### config.mk
export PLATFORM = sky130hd
export DESIGN_NAME = shift_reg_ctrl
export DESIGN_NICKNAME = d
export VERILOG_FILES = /design/src/rtl/shift_reg_ctrl.sv
export SDC_FILE = /design/constraint.sdc
export NUM_CORES = 1
export LEC_CHECK = 0
export ABC_AREA = 1
export CAP_MARGIN = 20
export CORE_MARGIN = 2
export CORE_UTILIZATION = 35
export DETAILED_ROUTE_END_ITERATION = 16
export GPL_ROUTABILITY_DRIVEN = 0
export PLACE_DENSITY = 0.65
export SLEW_MARGIN = 40
export SYNTH_ARGS = -nofsm -noshare
export SYNTH_HDL_FRONTEND = slang
export SYNTH_SLANG_ARGS = --single-unit
### constraint.sdc
create_clock -name clk -period 1.3 [get_ports clk]
set_input_delay 0.195 -clock clk [delete_from_list [all_inputs] [get_ports clk]]
set_output_delay 0.195 -clock clk [all_outputs]
set_load 0.03 [all_outputs]
### src/rtl/shift_reg_ctrl.sv
// Command sequencer for a 4-bit bidirectional shift register: expands hold/shift/load
// commands into per-cycle sel/serial/parallel controls. Optional SHIFT_REG_CTRL_ABORT_EN adds abort/aborted.
//
// state  | meaning
// IDLE   | cmd_ready high, waiting for a command
// RUN    | issuing sel/serial/parallel controls, one register update per cycle
// FINISH | done pulse, controls parked at hold
module shift_reg_ctrl #(
   parameter int WIDTH = 4,
   parameter int CNT_W = 3,
   localparam int FILL_W = 2**CNT_W
) (
   input  logic              clk,
   input  logic              rst,
`ifdef SHIFT_REG_CTRL_ABORT_EN
   input  logic              abort,
   output logic              aborted,
`endif
   input  logic              cmd_valid,
   output logic              cmd_ready,
   input  logic [1:0]        cmd_op,
   input  logic [CNT_W-1:0]  cmd_count,
   input  logic [FILL_W-1:0] cmd_fill,
   output logic [1:0]        sel,
   output logic              left_in,
   output logic              right_in,
   output logic [WIDTH-1:0]  parallel_in,
   output logic              busy,
   output logic              done
);

   localparam logic [1:0] S_IDLE   = 2'd0;
   localparam logic [1:0] S_RUN    = 2'd1;
   localparam logic [1:0] S_FINISH = 2'd2;

   localparam logic [1:0] OP_HOLD  = 2'b00;
   localparam logic [1:0] OP_LEFT  = 2'b01;
   localparam logic [1:0] OP_RIGHT = 2'b10;
   localparam logic [1:0] OP_LOAD  = 2'b11;

   localparam logic [CNT_W-1:0] CNT_ONE = {{(CNT_W-1){1'b0}}, 1'b1};

   logic [1:0]        state_q, state_d;
   logic [1:0]        op_q, op_d;
   logic [FILL_W-1:0] fill_q, fill_d;
   logic [CNT_W-1:0]  idx_q, idx_d;
   logic [CNT_W-1:0]  rem_q, rem_d;
   logic [1:0]        sel_q, sel_d;
   logic              left_q, left_d;
   logic              right_q, right_d;
   logic [WIDTH-1:0]  par_q, par_d;
   logic              busy_q, busy_d;
   logic              done_q, done_d;
   logic              ready_q, ready_d;
   logic              abort_hit;
   logic [CNT_W-1:0]  idx_nxt;

`ifdef SHIFT_REG_CTRL_ABORT_EN
   logic aborted_q, aborted_d;
   assign abort_hit = abort;
`else
   assign abort_hit = 1'b0;
`endif

   assign idx_nxt = idx_q + CNT_ONE;

   always_comb begin
      state_d = state_q;
      op_d    = op_q;
      fill_d  = fill_q;
      idx_d   = idx_q;
      rem_d   = rem_q;
      sel_d   = sel_q;
      left_d  = left_q;
      right_d = right_q;
      par_d   = par_q;
      busy_d  = busy_q;
      done_d  = done_q;
      ready_d = ready_q;
      case (state_q)
         S_IDLE: begin
            if (cmd_valid && ready_q) begin
               op_d    = cmd_op;
               fill_d  = cmd_fill;
               idx_d   = '0;
               busy_d  = 1'b1;
               ready_d = 1'b0;
               if (cmd_op == OP_HOLD || (cmd_op != OP_LOAD && cmd_count == '0)) begin
                  state_d = S_FINISH;
                  rem_d   = '0;
                  done_d  = 1'b1;
               end else begin
                  state_d = S_RUN;
                  sel_d   = cmd_op;
                  rem_d   = (cmd_op == OP_LOAD) ? CNT_ONE : cmd_count;
                  left_d  = (cmd_op == OP_LEFT) ? cmd_fill[0] : 1'b0;
                  right_d = (cmd_op == OP_RIGHT) ? cmd_fill[0] : 1'b0;
                  if (cmd_op == OP_LOAD) par_d = cmd_fill[WIDTH-1:0];
               end
            end
         end
         S_RUN: begin
            if (rem_q == CNT_ONE || abort_hit) begin
               state_d = S_FINISH;
               rem_d   = '0;
               sel_d   = OP_HOLD;
               left_d  = 1'b0;
               right_d = 1'b0;
               done_d  = 1'b1;
            end else begin
               idx_d   = idx_nxt;
               rem_d   = rem_q - CNT_ONE;
               left_d  = (op_q == OP_LEFT) ? fill_q[idx_nxt] : 1'b0;
               right_d = (op_q == OP_RIGHT) ? fill_q[idx_nxt] : 1'b0;
            end
         end
         S_FINISH: begin
            state_d = S_IDLE;
            idx_d   = '0;
            rem_d   = '0;
            sel_d   = OP_HOLD;
            left_d  = 1'b0;
            right_d = 1'b0;
            done_d  = 1'b0;
            busy_d  = 1'b0;
            ready_d = 1'b1;
         end
         default: begin
            state_d = S_IDLE;
            sel_d   = OP_HOLD;
            done_d  = 1'b0;
            busy_d  = 1'b0;
            ready_d = 1'b1;
         end
      endcase
   end

   always_ff @(posedge clk) begin
      if (rst) begin
         state_q <= S_IDLE;
         op_q    <= OP_HOLD;
         fill_q  <= '0;
         idx_q   <= '0;
         rem_q   <= '0;
         sel_q   <= OP_HOLD;
         left_q  <= 1'b0;
         right_q <= 1'b0;
         par_q   <= '0;
         busy_q  <= 1'b0;
         done_q  <= 1'b0;
         ready_q <= 1'b1;
      end else begin
         state_q <= state_d;
         op_q    <= op_d;
         fill_q  <= fill_d;
         idx_q   <= idx_d;
         rem_q   <= rem_d;
         sel_q   <= sel_d;
         left_q  <= left_d;
         right_q <= right_d;
         par_q   <= par_d;
         busy_q  <= busy_d;
         done_q  <= done_d;
         ready_q <= ready_d;
      end
   end

`ifdef SHIFT_REG_CTRL_ABORT_EN
   // Flags only the RUN->FINISH transition taken because of abort, so it coincides with done.
   always_comb aborted_d = (state_q == S_RUN) && abort;

   always_ff @(posedge clk) begin
      if (rst) aborted_q <= 1'b0;
      else     aborted_q <= aborted_d;
   end

   assign aborted = aborted_q;
`endif

   assign cmd_ready   = ready_q;
   assign sel         = sel_q;
   assign left_in     = left_q;
   assign right_in    = right_q;
   assign parallel_in = par_q;
   assign busy        = busy_q;
   assign done        = done_q;

endmodule

==> impl_metrics.py, run 1 <==
metrics = {
    "status": {
        "status": "complete, but fails checks",
        "violations": "negative setup slack",
    },
    "floorplan": {
        "core_um2": 4060,
        "row_count": 23,
        "io_pins": 27,
        "die_area_um2": 4780,
        "start_util": 0.366,
        "die_w_um": 69.2,
        "dieHeight_um": 69.2,
    },
    "placed_design": {
        "place_area_um2": 1980,
        "dp_hpwl_um": 2600,
        "portBuffers": 26,
        "pre_cts_ws_ns": -0.188,
        "dpl.cell_count": 301,
    },
    "yosys": {
        "synth_flop_cell": "dfxtp_1",
        "synth_warnings": 0,
        "syn-cell-area_um2": 1490,
        "synth_nets": 228,
        "syn_avg_cell_area_um2": 7.22,
        "seq_area_frac_synth": 0.391,
        "netlist_instances": 206,
        "yosysUniqueCellTypes": 23,
        "yosys_register_bits": 29,
        "synth_edf_count": 0,
        "synthArstFlopShare": 0,
    },
    "route": {
        "drc": 0,
        "wl_per_cell_um": 11.0,
        "vias": 1415,
        "drtIter0Drc": 83,
        "routed_wl_um": 3450,
        "drtAntennaViolNets": 0,
        "routed_via_density": 4.49,
        "drt-pass1-iter-count": 4,
    },
    "power_and_ir_drop": {
        "fin_total_pwr_mw": 4.41,
        "max-vdd-ir-drop_v": 0.000795,
        "leakage_nw": 1.01,
        "cellPowerDensity_nw_per_um2": 2010,
    },
    "critical_path": {
        "crit_path_end_kind": "register",
        "critPathLaunchType": "register",
        "crit_type": "register to register",
        "cp.required_ns": 1.52,
        "crit_arrival_ns": 1.52,
        "cp_max_fo": 4,
    },
    "flow_run": {
        "maxCapViolations": 0,
    },
    "sta": {
        "timing.final.crit_share": 1.01,
        "fin_ws_ns": -0.00696,
        "clock_skew_ns": 0.00683,
        "report.final.slew_viol_count": 0,
        "slew_headroom": 0.798,
        "fmax_ghz": 0.765,
        "whs_ns": 0.447,
        "worst_pin_slew_ns": 0.304,
        "setup_violations": 1,
        "hold_viol": 0,
        "rsz0062_at_grt": "true",
        "fin_crit_ns": 1.31,
    },
    "final_layout": {
        "drive_above_1_share": 0.325,
        "area_delta_synth_final_pct": 47.2,
        "finalNetCount": 286,
        "n_antenna_cell": 0,
        "finalNonFillerCells": 315,
        "stdcell_area_um2": 2190,
    },
    "clock_tree": {
        "clock_path_buffers": 2,
        "cts_root_buffer": "clkbuf_8",
        "worstSkewPairLatency_ns": 0.29,
        "postCtsHoldBufs": 0,
        "cts_tree": "yes",
        "cts_num_sinks": 29,
        "path_clk_slew_ns": 0.06,
        "numCtsBuffers": 5,
        "h-tree-depth": 2,
    },
    "global_route": {
        "grt_pass1_wl_um": 5840,
        "grt_pass1_vias": 1299,
        "grt_max_degree": 16,
        "overflow": 0,
        "grt.total_usage": 0.155,
        "antenna_found_initial": 0,
    },
    "hold_path": {
        "hp-class": "register to register",
    },
}
[metal layers]
| metal | global-route usage | vias up | part of all wire |
|---|---|---|---|
| li1 | - | 774 | - |
| met1 | 0.203 | 613 | 0.50 |
| met2 | 0.228 | 22 | 0.45 |
| met3 | 0.0538 | 6 | 0.028 |
| met4 | 0.0763 | 0 | 0.020 |
| met5 | 0 | - | 0 |
[per-stage QoR]
stage | setup TNS, ns | util
global route | -0.612 | 0.539
CTS | 0 | 0.520
floorplan | 0 | -
detailed placement | -3.49 | 0.487
finish | -0.00696 | 0.539
global placement | -2.98 | 0.487
[synthesized netlist by cell type, types with 6 or more instances]
library cell / n / area share
dfxtp_1: 29 / 0.39
o21ai_1: 9 / 0.030
ha_1: 6 / 0.051
nand2_2: 7 / 0.029
inv_2: 11 / 0.028
nor2_1: 20 / 0.051
inv_1: 26 / 0.066
nand2_1: 38 / 0.096
nand3_1: 9 / 0.030
a21oi_1: 18 / 0.061
o21ai_0: 12 / 0.040
[cells by family after synthesis]
group / after synthesis / synth area share
simple gates: 84 / 0.267
compound gates: 46 / 0.174
buf+inv: 40 / 0.112
flops: 29 / 0.391
fa+ha+maj: 6 / 0.0505
xor+xnor: 1 / 0.00589
[sequential cells by signal, indices dropped and copies added (netlist names)]
| register | cells |
|---|---|
| parallel_in | 4 |
| left_in | 1 |
| done | 1 |
| busy | 1 |
| idx_q | 3 |
| sel | 2 |
| cmd_ready | 1 |
| state_q | 2 |
| rem_q | 3 |
| op_q | 2 |
| fill_q | 8 |
| right_in | 1 |
[path summary, 6_finish.rpt]
path | startpoint | to | slack (ns) | cells past startpoint
max | state_q[1] | left_in | -0.007 | 8
min | fill_q[4] | fill_q[4] | 0.45 | 2
max reg2reg | state_q[1] | left_in | -0.007 | 8
min reg2reg | fill_q[4] | fill_q[4] | 0.45 | 2
[area by class of cell]
class | count | area [µm²]
clock inverter | 1 | 5.00
tap | 50 | 62.6
clock buffer | 7 | 96.3
sequential | 29 | 584
fill | 381 | 1870
inverter | 37 | 144
timing repair buffer | 54 | 482
multi-input combinational | 137 | 815
[layout by cell type, fill, tap and decap left out]
master / netlist / final
a211oi_2: 1 / 1
nand2_1: 38 / 35
buf_4: 0 / 26
clkdlybuf4s50_1: 0 / 15
inv_1: 26 / 23
inv_4: 0 / 2
nand2_2: 7 / 9
xnor2_1: 1 / 1
nand3_2: 1 / 2
nor2_2: 1 / 2
a21oi_1: 18 / 17
nor2_8: 1 / 1
ha_4: 0 / 2
o211ai_1: 1 / 1
nand2_4: 0 / 1
ha_2: 0 / 2
inv_2: 11 / 12
nand3_1: 9 / 8
nor2_1: 20 / 18
dlygate4sd2_1: 0 / 11
nor2_4: 3 / 4
a21oi_2: 4 / 5
o21ai_2: 1 / 2
o21ai_1: 9 / 12
clkbuf_8: 0 / 7
ha_1: 6 / 2
clkinv_2: 0 / 1
dfxtp_1: 29 / 26
nor3_2: 0 / 2
dfxtp_2: 0 / 3
buf_12: 0 / 2
nor3_1: 4 / 2
o21ai_0: 12 / 8
[worst max-delay path, stage by stage, from the launching register on]
cell and delay, ns:
dfxtp_1 0.32, inv_2 0.08, ha_2 0.21, inv_2 0.06, a21oi_2 0.13, nand2_2 0.11
nor3_2 0.12, nand2_1 0.08, a21oi_1 0.12
[repair_timing]
item	in CTS	in global routing
resized for setup	19	19
buffers inserted	2	4
pin swaps	2	4
endpoints found under the setup margin	25	20
[report_power, final]
part	switching [mW]	internal (mW)	total, mW
Combinational	1.34	0.937	2.28
Clock	0.347	0.477	0.824
Sequential	0.139	1.17	1.31
Note: power is estimated with default switching activity, not from simulation.
==> run 2, diff against run 1 <==
PLACE_DENSITY = default   (was 0.65)
==> impl_metrics.py, run 2 (synthesis gave the netlist of run 1 again) <==
metrics = {
    "critical_path": {
        "crit_slowest_cell": "dfxtp_2",
        "crit_arrival_ns": 1.51,
        "critPathMaxStageDelay_ns": 0.33,
        "cp_max_fo": 5,
        "crit_type": "register to register",
        "cp_cell_sequence": "buf_4 -> ha_1 -> nor2_8 -> inv_4 -> nor2_4 -> nand2_1 -> a21oi_2",
        "cp.required_ns": 1.52,
        "critPathLaunchType": "register",
        "crit_path_end_kind": "register",
    },
    "power_and_ir_drop": {
        "cellPowerDensity_nw_per_um2": 1960,
        "fin_total_pwr_mw": 4.34,
        "pwr-share-clk": 0.166,
        "max-vdd-ir-drop_v": 0.000792,
        "leakage_nw": 1.01,
        "p_sw_mw": 1.85,
        "p_comb_frac": 0.527,
        "netSwitchingFraction": 0.425,
        "seq_power_share": 0.306,
        "p_int_mw": 2.50,
    },
    "sta": {
        "slew_headroom": 0.798,
        "fin_crit_ns": 1.29,
        "timing.final.crit_share": 0.991,
        "clock_skew_ns": 0.00936,
        "rsz0062_at_grt": "true",
        "setup_tns_ns": 0,
        "report.final.slew_viol_count": 0,
        "worst_pin_slew_ns": 0.304,
        "setup_violations": 0,
        "fmax_ghz": 0.776,
        "hold_viol": 0,
    },
    "status": {
        "status": "finished, final reports clean",
    },
    "final_layout": {
        "final_cell_mix": "nand2_1, dfxtp_1, inv_1, buf_4, nor2_1",
        "drive_above_1_share": 0.347,
        "layout_commonest_cell": "nand2_1",
        "n_fill_cell": 392,
        "largest_register_ffs": 8,
        "finalNetCount": 283,
        "n_antenna_cell": 0,
        "area_delta_synth_final_pct": 49.0,
        "top_register": "fill_q",
    },
    "global_route": {
        "grt.total_usage": 0.149,
        "overflow": 0,
        "grt_max_degree": 18,
        "grt_pass1_wl_um": 5730,
        "grt_pass1_vias": 1344,
        "antenna_found_initial": 0,
    },
    "floorplan": {
        "die_w_um": 69.2,
        "start_util": 0.366,
        "io_pins": 27,
        "row_count": 23,
        "dieHeight_um": 69.2,
        "core_um2": 4060,
        "die_area_um2": 4780,
    },
    "clock_tree": {
        "clock_path_buffers": 2,
        "cts_num_sinks": 29,
        "postCtsHoldBufs": 0,
        "cts_root_buffer": "clkbuf_8",
        "h-tree-depth": 2,
        "cts_tree": "yes",
        "numCtsBuffers": 5,
        "worstSkewPairLatency_ns": 0.29,
        "path_clk_slew_ns": 0.06,
    },
    "route": {
        "drc": 0,
        "wl_per_cell_um": 10.4,
        "drtAntennaViolNets": 0,
        "drt-pass1-iter-count": 4,
        "vias": 1408,
        "routed_via_density": 4.51,
        "drtIter0Drc": 38,
        "routed_wl_um": 3260,
    },
    "placed_design": {
        "dp_hpwl_um": 2550,
        "portBuffers": 26,
    },
    "flow_run": {
        "maxCapViolations": 0,
    },
    "hold_path": {
        "hp-class": "primary input to register",
    },
}
run 2: final timing paths:
kind,from,to,slack [ns],depth (start not counted)
max,state_q[1],idx_q[1],0.01,7
min,cmd_op[0],sel[0],0.41,4
max reg2reg,state_q[1],idx_q[1],0.01,7
min reg2reg,fill_q[0],fill_q[0],0.45,2
run 2: what timing repair did:
action,in CTS,in global routing
setup endpoints to repair,32,24
pin swaps,3,6
setup buffers,1,0
endpoints found under the hold margin,0,0
resized for setup,19,38
run 2: final cells by class:
class | instances | area [µm²] | share of cell area
Multi-Input combinational cell | 137 | 862 | 0.389
Clock inverter | 3 | 17.5 | 0.00791
Tap cell | 50 | 62.6 | 0.0282
Sequential cell | 29 | 591 | 0.267
Timing Repair Buffer | 51 | 462 | 0.208
Clock buffer | 5 | 68.8 | 0.0311
Inverter | 37 | 151 | 0.0684
run 2: power groups by stage:
stage               Combinational, mW  Clock, mW  Sequential (mW)
floorplan                        1.20          0             1.49
global placement                 2.11          0             1.30
detailed placement               2.13          0             1.31
CTS                              2.15      0.746             1.29
global route                     2.55      0.795             1.37
finish                           2.29      0.723             1.33
run 2: routing by layer:
layer  vias to the layer above  track usage  part of all wire
met5                         -            0                 0
met4                         0       0.0654             0.020
met3                         5       0.0494             0.035
met2                        25        0.228              0.43
met1                       613        0.190              0.51
li1                        765            -                 -
run 2: through the flow:
step,utilization,hold slack (ns),instance area [µm²],cells,setup slack [ns]
6_report,0.546,0.406,2210,312,0.0115
3_3_place_gp,0.491,0.440,1990,303,-0.151
3_5_place_dp,0.491,0.442,1990,303,-0.178
5_1_grt,0.546,0.445,2210,312,-0.0911
2_1_floorplan,-,0.329,1490,206,0.0149
4_1_cts,0.516,0.454,2090,312,-0.00844
run 2: worst max-delay path, delay by kind of cell (launching register included):
kind | cells | cell delay, ns
adder cells (fa/ha/maj) | 1 | 0.23
AO/OA/AOI/OAI | 1 | 0.11
AND/OR/NAND/NOR | 3 | 0.35
buffers and inverters | 2 | 0.20
flip-flops | 1 | 0.33
==> variant 1: new RTL, config.mk and constraints of run 2 <==
Add a define of `SHIFT_REG_CTRL_ABORT_EN`.
--- a/src/rtl/shift_reg_ctrl.sv
+++ b/src/rtl/shift_reg_ctrl.sv
@@ -5,6 +5,8 @@
 // IDLE   | cmd_ready high, waiting for a command
 // RUN    | issuing sel/serial/parallel controls, one register update per cycle
 // FINISH | done pulse, controls parked at hold
+`define SHIFT_REG_CTRL_ABORT_EN
+
 module shift_reg_ctrl #(
    parameter int WIDTH = 4,
    parameter int CNT_W = 3,
Interface: changed (added abort and aborted); port bits go from 27 to 29. The function was not compared with the original's and may differ.
==> variant 1 against run 2 <==
  * Area after synthesis down 1.3%
  * Sequential power increased by 5%
  * Total power increased by 14%
  * Sequential cell count up 1
  * Worst setup slack better by 48 ps
  * Hold slack improved by 42 ps
  * Design area is 0.85% higher
  * Routed wire length is 7.8% higher
==> variant 1: results (changes against run 2) <==
[yosys]
ys_types = 24  ; was 23
synth_fp_nets = 234  ; was 228
yosysSeqAreaShare_pct = 41.0  ; was 39.1%
synthCells = 211  ; was 206
synthTopCellsByArea = dfxtp_1 41%, nand2_1 12%, inv_1 9.7%, a21oi_1 7.5%, o21ai_0 5.8%  ; was dfxtp_1 39%, nand2_1 9.6%, inv_1 6.6%, a21oi_1 6.1%, ha_1 5.1%
synthTopCellsByCount = 45 x nand2_1, 38 x inv_1, 30 x dfxtp_1  ; was 38 x nand2_1, 29 x dfxtp_1, 26 x inv_1
synthXorXnorAreaFrac_pct = 1.19  ; was 0.589%
synth-compound-area-share_pct = 15.5  ; was 17.4%
synth_area_mm2 = 0.00147  ; was 0.00149 mm^2

[sta]
timing.slew.headroom_pct = 80.0  ; was 79.8%
holdWs_ps = 448  ; was 406 ps
finClkSkew_ps = 4.57  ; was 9.36 ps

[drt]
via_per_inst = 4.56  ; was 4.51
drt_iter0_markers = 74  ; was 38
routedWlPerCell_um = 11.1  ; was 10.4 um
wirelength_mm = 3.51  ; was 3.26 mm

[layout]
seq_area_share_pct = 27.2  ; was 26.7%
buf_share_pct = 20.8  ; about the same
clkCellAreaFrac_pct = 5.04  ; was 3.90%
signal_buffers = 54  ; was 51
clock_buffers = 6  ; was 5
drive_above_1_share_pct = 29.6  ; was 34.7%
seq_cells = 30  ; was 29
syn_to_final_growth_pct = 52.3  ; was 49.0%
inverters_excl_clock = 39  ; was 37
multi_input_area_um2 = 827  ; was 862 um^2
fill_cells = 382  ; was 392
layout.nets = 290  ; was 283

[global_route]
grt_pass1_vias = 1252  ; was 1344
grt_start_max_net_pins = 21  ; was 18
grt_use_total_pct = 17.1  ; was 14.9%

[pwr]
switching_share_pct = 40.8  ; was 42.5%
powerComb_w = 0.00257  ; was 0.00229 W
p_int_w = 0.00292  ; was 0.00250 W
pwr-share-clk_pct = 19.5  ; was 16.6%
p_leak_nw = 1.02  ; was 1.01 nW

[critical_path]
ff2ff_setup_slack_ps = 70  ; was 10 ps
rr_endpoint = left_in  ; was idx_q[1]
worst_path_dominant_cell_family = buffers and inverters  ; was simple AND/OR/NAND/NOR gates
timing.rr.start = state_q[0]  ; was state_q[1]
crit_start = right_in  ; was state_q[1]
max_stage_delay_ps = 410  ; was 330 ps
critPathArrivalTime_ps = 1050  ; was 1510 ps
crit_slowest_cell = dlygate4sd2_1  ; was dfxtp_2
reg2regPathDepth = 8  ; was 7
critPathMaxFanout = 2  ; was 5

[placed_design]
dp_hpwl_mm = 2.62  ; was 2.55 mm
post_dp_cell_area_mm2 = 0.00195  ; was 0.00199 mm^2

[hold_path]
holdPathEnd = done  ; was sel[0]
holdPathStages = 2  ; was 4
hold_class = reg -> reg  ; was in -> reg
min-delay-start = done  ; was cmd_op[0]

[status]
status = finished clean  ; unchanged

-- variant 1: how the worst max path moves through the flow --
stage                to  slack (ps)  cells after the start
6_report       right_in          60                      1
5_1_grt         left_in         -30                      8
4_1_cts         left_in           4                      9
3_5_place_dp    left_in        -180                      9
3_3_place_gp    left_in        -150                      9
2_1_floorplan  idx_q[0]          40                      7
-- variant 1: what timing repair did --
| action | CTS | global route |
|---|---|---|
| setup endpoints to repair | 26 | 29 |
| pin swaps | 2 | 9 |
| buffers inserted | 1 | 2 |
| hold buffers | 0 | 0 |
| gates resized for setup | 21 | 45 |
-- variant 1: metal layers --
| layer | vias up | global-route usage, % | routed length, um | share of wire [%] |
|---|---|---|---|---|
| li1 | 777 | - | - | - |
| met1 | 632 | 23.7 | 1790 | 51 |
| met2 | 32 | 24.5 | 1510 | 43 |
| met3 | 4 | 3.57 | 164 | 4.7 |
| met4 | 0 | 9.56 | 53 | 1.5 |
| met5 | - | 0 | 0 | 0 |
==> variant 2: new RTL, settings of run 2 <==
Made on the original files. `CNT_W`: 3 -> 2.
--- a/src/rtl/shift_reg_ctrl.sv
+++ b/src/rtl/shift_reg_ctrl.sv
@@ -7,7 +7,7 @@
 // FINISH | done pulse, controls parked at hold
 module shift_reg_ctrl #(
    parameter int WIDTH = 4,
-   parameter int CNT_W = 3,
+   parameter int CNT_W = 2,
    localparam int FILL_W = 2**CNT_W
 ) (
    input  logic              clk,
Ports: changed (resized cmd_count and cmd_fill); port bits go from 27 to 22. The function was not compared with the original's and may differ.
==> variant 2 against run 2 <==
  * Routed wire length shrank 17%
  * Clock power shrank 54%
  * Global-route usage grew 0.84 points
  * Sequential cell count shrank 6
  * Via count shrank 19%
  * Worst setup slack gained 36 ps
  * Count of clock-buffer cells in the layout shrank 1
  * Combinational power shrank 16%
  * Hold slack lost 46 ps
  * Die area shrank 21%
  * Total power shrank 24%
  * Design area shrank 26%
  * Area after synthesis shrank 23%
  * Critical path type is now reg -> out
  * Largest power group unchanged
  * Highest routed layer unchanged
==> variant 2: results (changes against run 2) <==
[critical_path]
worst_path_dominant_cell_family = buffers and inverters  ; was simple AND/OR/NAND/NOR gates
crit_start = sel[1]  ; was state_q[1]
crit_slowest_cell = dlygate4sd2_1  ; was dfxtp_2
critPathMaxFanout = 2  ; was 5
rr_endpoint = rem_q[0]  ; was idx_q[1]
critPathArrivalTime_ps = 1060  ; was 1510 ps
max_stage_delay_ps = 400  ; was 330 ps
ff2ff_setup_slack_ps = 50  ; was 10 ps
timing.rr.start = state_q[0]  ; was state_q[1]
reg2regPathDepth = 8  ; was 7

[layout]
drive_above_1_share_pct = 24.5  ; was 34.7%
layout.nets = 220  ; was 283

[drt]
vias = 1136  ; was 1408
met1_length_mm = 1.28  ; was 1.67 mm
via_per_inst = 4.58  ; was 4.51
routedWlPerCell_um = 10.9  ; was 10.4 um
route.met3.wl_um = 89  ; was 115 um

[global_route]
grt_start_max_net_pins = 13  ; was 18
grt_pass1_wl_mm = 4.24  ; was 5.73 mm
grt_use_met3_pct = 1.89  ; was 4.94%
grt_pass1_vias = 979  ; was 1344
use_met2_pct = 24.6  ; was 22.8%
met1_usage_pct = 21.9  ; was 19.0%

[sta]
finClkSkew_ps = 1.72  ; was 9.36 ps
tightest_slew_ps = 318  ; was 304 ps

[placed_design]
port_buffers = 21  ; was 26
place_ws_ps = -256  ; was -178 ps
dp_cells = 244  ; was 303
dp_hpwl_mm = 2.15  ; was 2.55 mm

[yosys]
syn_area_per_cell_um2 = 6.96  ; was 7.22 um^2
synth_fp_nets = 180  ; was 228
synthTopCellsByCount = 36 x nand2_1, 29 x nor2_1, 23 x dfxtp_1  ; was 38 x nand2_1, 29 x dfxtp_1, 26 x inv_1
yosysSeqAreaShare_pct = 40.1  ; was 39.1%
synthTopCellsByArea = dfxtp_1 40%, nand2_1 12%, nor2_1 9.5%, inv_1 7.2%, o21ai_0 5.7%  ; was dfxtp_1 39%, nand2_1 9.6%, inv_1 6.6%, a21oi_1 6.1%, ha_1 5.1%

[cts]
numCtsBuffers = 3  ; was 5

[pwr]
p_int_w = 0.00181  ; was 0.00250 W
p_leak_nw = 0.787  ; was 1.01 nW

[status]
status = finished clean  ; unchanged

-- variant 2: worst max-delay path by stage --
stage | end | slack (ps) | cells after the start
floorplan | rem_q[0] | 5 | 7
global placement | left_in | -230 | 8
detailed placement | left_in | -260 | 8
CTS | sel[0] | 10 | 7
global route | left_in | -50 | 10
finish | sel[1] | 50 | 1
-- variant 2: kinds of logic after synthesis --
kind of cell | Yosys count | synth area share, %
AO/OA/AOI/OAI | 29 | 13.1
adder cells (fa/ha/maj) | 4 | 4.36
AND/OR/NAND/NOR | 83 | 33.2
buffers and inverters | 26 | 9.26
flip-flops | 23 | 40.1
-- variant 2: metrics by stage --
stage,hold WS [ps],total power [W],instance area (um^2)
2_1_floorplan,264,0.00217,1150
3_3_place_gp,451,0.00276,1540
3_5_place_dp,453,0.00280,1540
4_1_cts,468,0.00309,1550
5_1_grt,395,0.00360,1630
6_report,359,0.00331,1630
-- variant 2: what timing repair did --
item	4_1_cts	5_1_grt
setup endpoints to repair	21	25
resized for setup	15	33
setup buffers	0	0
cloned	0	0
pin swaps	0	5
-- variant 2: area by class of cell --
| class | count | area share [%] |
|---|---|---|
| Multi-Input combinational cell | 116 | 39.9 |
| Sequential cell | 23 | 28.5 |
| Timing Repair Buffer | 36 | 20.4 |
| Inverter | 25 | 6.21 |
| Tap cell | 44 | 3.37 |
| Clock buffer | 4 | 1.61 |
-- variant 2: power groups by stage --
stage | clock [W] | combinational [W] | sequential [W]
floorplan | 0 | 0.000944 | 0.00122
global placement | 0 | 0.00171 | 0.00105
detailed placement | 0 | 0.00175 | 0.00105
CTS | 0.000352 | 0.00170 | 0.00104
global route | 0.000381 | 0.00214 | 0.00108
finish | 0.000331 | 0.00192 | 0.00106
